## config.mk

```make
export PLATFORM = sky130hd
export DESIGN_NAME = spi_master_gen
export DESIGN_NICKNAME = d
export VERILOG_FILES = /design/src/rtl/spi_master_gen.sv
export SDC_FILE = /design/constraint.sdc
export NUM_CORES = 1
export LEC_CHECK = 0
export ABC_AREA = 1
export ABC_CLOCK_PERIOD_IN_PS = 3560
export CAP_MARGIN = 20
export CORE_ASPECT_RATIO = 1.4
export CORE_MARGIN = 5
export CORE_UTILIZATION = 45
export CTS_CLUSTER_DIAMETER = 30
export CTS_CLUSTER_SIZE = 8
export DETAILED_ROUTE_END_ITERATION = 6
export PLACE_DENSITY_LB_ADDON = 0.2
export SYNTH_ARGS = -nofsm -noshare
export SYNTH_HDL_FRONTEND = slang
export SYNTH_SLANG_ARGS = --single-unit
export TNS_END_PERCENT = 10
```

## constraint.sdc

```tcl
create_clock -name clk -period 3.56 [get_ports clk]
set_clock_uncertainty 0.1 [all_clocks]
set_input_delay 0.356 -clock clk [delete_from_list [all_inputs] [get_ports clk]]
set_output_delay 0.356 -clock clk [all_outputs]
set_load 0.05 [all_outputs]
```

## src/rtl/spi_master_gen.sv

```systemverilog
// spi_master_gen -- mode-programmable SPI master with one-of-N chip select.
//
// A one-cycle `start` in IDLE (with an in-range `cs_sel`) latches the frame
// settings and runs FRONT_PORCH -> TRANSFER -> BACK_PORCH. The full-duplex
// received word appears on `rx_data` together with a one-cycle `done`.
//
// Ports:
//   clk, rst_n       system clock, asynchronous active-low reset
//   start            one-cycle transfer request
//   cs_sel           slave index, latched on an accepted start
//   cpol, cpha       SPI mode, latched on an accepted start
//   tx_data          word to send (MSB first), latched on an accepted start
//   rx_data          last received word, updated only in the done cycle
//   busy             high from the first FRONT_PORCH cycle until done
//   done             one-cycle end-of-transfer pulse
//   MISO/MOSI/SCLK   serial lines
//   SS_n             active-low one-hot slave selects
module spi_master_gen #(
  parameter int DATA_W  = 16,
  parameter int CLK_DIV = 16,
  parameter int PORCH   = 16,
  parameter int NUM_CS  = 4,
  localparam int CS_W   = (NUM_CS > 1) ? $clog2(NUM_CS) : 1
) (
  input  logic              clk,
  input  logic              rst_n,
  input  logic              start,
  input  logic [CS_W-1:0]   cs_sel,
  input  logic              cpol,
  input  logic              cpha,
  input  logic [DATA_W-1:0] tx_data,
  output logic [DATA_W-1:0] rx_data,
  output logic              busy,
  output logic              done,
  input  logic              MISO,
  output logic              MOSI,
  output logic              SCLK,
  output logic [NUM_CS-1:0] SS_n
);

  localparam logic [1:0] IDLE        = 2'd0;
  localparam logic [1:0] FRONT_PORCH = 2'd1;
  localparam logic [1:0] TRANSFER    = 2'd2;
  localparam logic [1:0] BACK_PORCH  = 2'd3;

  localparam int CNT_MAX = (PORCH > CLK_DIV) ? PORCH : CLK_DIV;
  localparam int CNT_W   = $clog2(CNT_MAX + 1);
  localparam int EDGE_W  = $clog2(2 * DATA_W + 1);

  localparam logic [CNT_W-1:0]  PORCH_LAST = CNT_W'(PORCH - 1);
  localparam logic [CNT_W-1:0]  DIV_LAST   = CNT_W'(CLK_DIV - 1);
  localparam logic [EDGE_W-1:0] EDGE_LAST  = EDGE_W'(2 * DATA_W);
  localparam logic [CS_W:0]     NUM_CS_V   = (CS_W + 1)'(NUM_CS);

  logic [1:0]        state;
  logic [CNT_W-1:0]  cnt;        // porch length / SCLK half-period divider
  logic [EDGE_W-1:0] edge_cnt;   // SCLK edges already issued in this frame
  logic [DATA_W-1:0] tx_sr;
  logic [DATA_W-1:0] rx_sr;
  logic              cpha_q;
  logic [NUM_CS-1:0] ss_dec;

  logic              accept;
  logic              finish;
  logic              do_edge;
  logic [EDGE_W-1:0] edge_num;
  logic              leading;
  logic              first_edge;
  logic              last_edge;
  logic              do_sample;
  logic              do_shift;

  // One-hot active-low decode of the requested slave.
  for (genvar gi = 0; gi < NUM_CS; gi++) begin : g_dec
    assign ss_dec[gi] = (cs_sel != CS_W'(gi));
  end

  assign accept = (state == IDLE) && start && ({1'b0, cs_sel} < NUM_CS_V);
  assign finish = (state == BACK_PORCH) && (cnt == PORCH_LAST);

  // Edge 1 is issued as the front porch ends, so SCLK has already toggled
  // in TRANSFER cycle 0; later edges follow every CLK_DIV cycles.
  assign do_edge = ((state == FRONT_PORCH) && (cnt == PORCH_LAST)) ||
                   ((state == TRANSFER) && (cnt == DIV_LAST) && (edge_cnt != EDGE_LAST));
  assign edge_num   = (state == FRONT_PORCH) ? EDGE_W'(1) : edge_cnt + EDGE_W'(1);
  assign leading    = edge_num[0];
  assign first_edge = (edge_num == EDGE_W'(1));
  assign last_edge  = (edge_num == EDGE_LAST);

  // cpha=0 samples on leading edges, cpha=1 on trailing edges; the shift
  // happens on the opposite edge type, skipping the one that would push a
  // bit before the first sample or after the last.
  assign do_sample = do_edge && (leading ^ cpha_q);
  assign do_shift  = do_edge && (cpha_q ? (leading && !first_edge)
                                        : (!leading && !last_edge));

  assign MOSI = (state != IDLE) ? tx_sr[DATA_W-1] : 1'b0;

  always_ff @(posedge clk or negedge rst_n) begin
    if (!rst_n) begin
      state    <= IDLE;
      cnt      <= '0;
      edge_cnt <= '0;
      tx_sr    <= '0;
      rx_sr    <= '0;
      cpha_q   <= 1'b0;
      SCLK     <= 1'b0;
      busy     <= 1'b0;
      done     <= 1'b0;
      rx_data  <= '0;
      SS_n     <= '1;
    end else begin
      done <= 1'b0;
      case (state)
        IDLE: begin
          SCLK <= cpol;
          cnt  <= '0;
          if (accept) begin
            state  <= FRONT_PORCH;
            busy   <= 1'b1;
            cpha_q <= cpha;
            tx_sr  <= tx_data;
            rx_sr  <= '0;
            SS_n   <= ss_dec;
          end
        end
        FRONT_PORCH: begin
          if (cnt == PORCH_LAST) begin
            state    <= TRANSFER;
            cnt      <= '0;
            edge_cnt <= EDGE_W'(1);
          end else begin
            cnt <= cnt + CNT_W'(1);
          end
        end
        TRANSFER: begin
          if (cnt == DIV_LAST) begin
            cnt <= '0;
            if (edge_cnt == EDGE_LAST) begin
              state <= BACK_PORCH;
            end else begin
              edge_cnt <= edge_cnt + EDGE_W'(1);
            end
          end else begin
            cnt <= cnt + CNT_W'(1);
          end
        end
        default: begin
          if (finish) begin
            state   <= IDLE;
            cnt     <= '0;
            busy    <= 1'b0;
            done    <= 1'b1;
            rx_data <= rx_sr;
            SS_n    <= '1;
          end else begin
            cnt <= cnt + CNT_W'(1);
          end
        end
      endcase
      if (do_edge) begin
        SCLK <= ~SCLK;
      end
      if (do_sample) begin
        rx_sr <= {rx_sr[DATA_W-2:0], MISO};
      end
      if (do_shift) begin
        tx_sr <= {tx_sr[DATA_W-2:0], 1'b0};
      end
    end
  end

endmodule

```

==> results.sh <==
export IMPL_syn_to_final_growth_pct=23.54
export IMPL_io_pins=48
export IMPL_rr_endpoint="rx_sr[7]"
export IMPL_slowest_delay_ps=670
export IMPL_worst_path_buf_inv=1
export IMPL_r2r_slack_ps=830
export IMPL_ant_nets=0
export IMPL_crit_type="flop to flop"
export IMPL_period_share_pct=76.56
export IMPL_grt_pass1_wl_um=11740
export IMPL_synth_seq_cells=69
export IMPL_cp_depth=8
export IMPL_syn_mean_instance_area_um2=8.420
export IMPL_clockBufferDepth=2
export IMPL_vias=2618
export IMPL_path_delay_family="simple AND/OR/NAND/NOR gates"
export IMPL_grt_overflow=0
export IMPL_tightest_slew_ps=878.0
export IMPL_path_max_fanout=20
export IMPL_initial_core_util_pct=46.43
export IMPL_antenna_found_initial=0
export IMPL_holdPathEnd="cnt[0]"
export IMPL_synth_async_reset_ratio_pct=100.0
export IMPL_final_cells=535
export IMPL_fp_dieW_um=81.74
export IMPL_root_buffer="clkbuf_8"
export IMPL_cpMaxStageDelayCell="o21ai_2"
export IMPL_start_kind="flop"
export IMPL_htreeDepth=3
export IMPL_grt_total_usage_pct=16.29
export IMPL_endpoint_kind="flop"
export IMPL_layout_drive_gt1_share_pct=8.182
export IMPL_rr_startpoint="cnt[0]"
export IMPL_path_clk_slew_ps=70
export IMPL_grt_max_degree=35
export IMPL_grt_pass1_vias=2554
export IMPL_slew_headroom_pct=41.46
export IMPL_numPortBuffers=47
export IMPL_finish_net_count=467
export IMPL_hold_path_class="flop to flop"
export IMPL_fin_ws_ps=834.5
export IMPL_rsz0062_at_grt="false"
export IMPL_drv_slew=0
export IMPL_cts_tree="built"
export IMPL_cp_common_cell="nand2_2"
export IMPL_firstDrtPassIters=4
export IMPL_setup_viol=0
export IMPL_syn_nets=417
export IMPL_crit_chain="ha_1 > nand3_2 > nor2_4 > inv_2 > o21ai_2 > nand2_2 > nand2_2 > o22ai_1"
export IMPL_hold_viol_final=0
export IMPL_synth_cell_types=28
export IMPL_fmax_ghz=0.3669
export IMPL_clock_latency_ps=340
export IMPL_clock_sinks=69
export IMPL_ir_worst_vdd_mv=0.3859
export IMPL_finalCriticalPeriod_ps=2725
export IMPL_wl_um=6636
export IMPL_finalSetupTns_ps=0
export IMPL_cts_made_buffers=9
export IMPL_die_h_um=110.4
export IMPL_dp_cells=518
export IMPL_synth_main_ff_cell="dfrtp_1"
export IMPL_maxCapViolCount=0
export IMPL_synth_cells=385
export IMPL_r2r_cells=8
export IMPL_synth_edf_count=0
export IMPL_syn_area_um2=3242
export IMPL_hpwl_um=4788
export IMPL_hold_path_depth=1
export IMPL_coreArea_um2=6982
export IMPL_status="finished clean"
export IMPL_arrival_ps=2830
export IMPL_yosysSeqAreaShare_pct=53.42
export IMPL_row_count=36
export IMPL_cts_setup_buffers=0
export IMPL_cellLeakagePower_nw=1.992
export IMPL_diodes=0
export IMPL_die_area_um2=9026
export IMPL_place_ws_ps=807.9
export IMPL_drt_iter0_drc=127
export IMPL_vias_per_cell=4.893
export IMPL_min_delay_start="cnt[0]"
export IMPL_drcViolationCount=0
export IMPL_gp_congestion=0.8091
export IMPL_yosysWarnings=0
export IMPL_required_ps=3670
export IMPL_post_drt_wl_per_cell_um=12.40
export IMPL_powerDensity_nw_per_um2=639.1
==> synthesized netlist by cell type, types with 3 or more instances <==
cell type / number / area [um^2]
nand2_2: 3 / 18.77
nand3_1: 39 / 195.2
clkbuf_1: 5 / 18.77
o21ai_0: 29 / 145.1
a31oi_1: 4 / 25.02
inv_1: 54 / 202.7
nor2_1: 24 / 90.09
o22ai_1: 17 / 106.4
a21oi_1: 5 / 25.02
ha_1: 8 / 100.1
buf_6: 4 / 45.04
dfstp_2: 4 / 105.1
nand2_1: 104 / 390.4
dfrtp_1: 65 / 1627
==> sequential cells by signal (all words and copies together), names as in the netlist, 2 cells and up <==
register  count
SS_n          4
rx_data      16
edge_cnt      6
cnt           5
tx_sr        16
rx_sr        16
state         2
==> per-stage QoR <==
stage	hold WS [ps]	area [um^2]	utilization [%]	power, mW
floorplan	-39.59	3242	-	1.618
global placement	331.1	3767	53.96	1.839
detailed placement	327.7	3767	53.96	1.862
CTS	361.6	4005	57.37	2.595
global route	375.1	4005	57.37	2.752
finish	359.2	4005	57.37	2.560
==> repair_timing <==
item / 4_1_cts / 5_1_grt
hold endpoints to repair: 23 / 0
resized for setup: 0 / 0
hold buffers: 1 / 0
==> per-layer routing <==
metal	GRT usage, %	up-vias	share of wire [%]
li1	-	1330	-
met1	21.89	1220	45
met2	25.36	58	48
met3	3.909	10	5.0
met4	5.654	0	1.5
met5	0	-	0
==> worst reg2reg max path: cells and delay by family, from the launching register on <==
| kind | cells | cell delay [ps] |
|---|---|---|
| AOI/OAI and AO/OA | 2 | 800 |
| and+or+nand+nor | 4 | 1060 |
| buffers and inverters | 1 | 60 |
| DFF | 1 | 370 |
| adders and majority gates | 1 | 200 |
==> worst max-delay path by stage <==
stage / from / to / slack (ps)
final: cnt[0] / rx_sr[7] / 830
after CTS: cnt[0] / rx_sr[7] / 800
after global placement: cnt[0] / rx_sr[0] / 940
after detailed placement: cnt[0] / rx_sr[7] / 810
after floorplan: state[1] / tx_sr[6] / 1750
after global routing: cnt[0] / rx_sr[0] / 550
==> area by class of cell <==
type,instances,area [um^2]
repair buffers,52,505.5
clock buffers,9,123.9
clock inverters,7,103.9
flip-flops and latches,69,1732
inverters,57,214.0
fillers,638,2977
well taps,95,118.9
multi-input cells,246,1207
==> cells in the final DEF (no fill, tap or decap), types with 2 or more instances in the layout <==
| master | synthesis | layout |
|---|---|---|
| bufinv_16 | 0 | 2 |
| a21oi_1 | 5 | 5 |
| nand2_1 | 104 | 104 |
| nand3_1 | 39 | 39 |
| clkbuf_8 | 0 | 9 |
| o22ai_1 | 17 | 17 |
| dfrtp_1 | 65 | 65 |
| nor2_1 | 24 | 24 |
| dfstp_2 | 4 | 4 |
| o21ai_0 | 29 | 29 |
| inv_6 | 0 | 4 |
| inv_1 | 54 | 54 |
| nand3_2 | 2 | 2 |
| o31ai_1 | 2 | 2 |
| ha_1 | 8 | 8 |
| buf_4 | 2 | 4 |
| inv_2 | 2 | 2 |
| nand2_2 | 3 | 3 |
| a31oi_1 | 4 | 4 |
| nand4_1 | 2 | 2 |
| clkdlybuf4s50_1 | 0 | 46 |
==> power by group <==
group	internal [mW]	switching, mW	total (mW)	leakage [nW]
Combinational	0.278	0.517	0.796	1.04
Clock	0.405	0.314	0.719	0.115
Sequential	0.948	0.0965	1.04	0.835
==> cells by family after synthesis <==
family	after synthesis	share of synthesized area, %
buffers and inverters	70	9.340
DFF	69	53.42
adders and majority gates	8	3.088
AOI/OAI and AO/OA	61	10.77
and+or+nand+nor	176	23.12
xor gates and xnor gates	1	0.2702
Power figures use the tool's default switching activity.
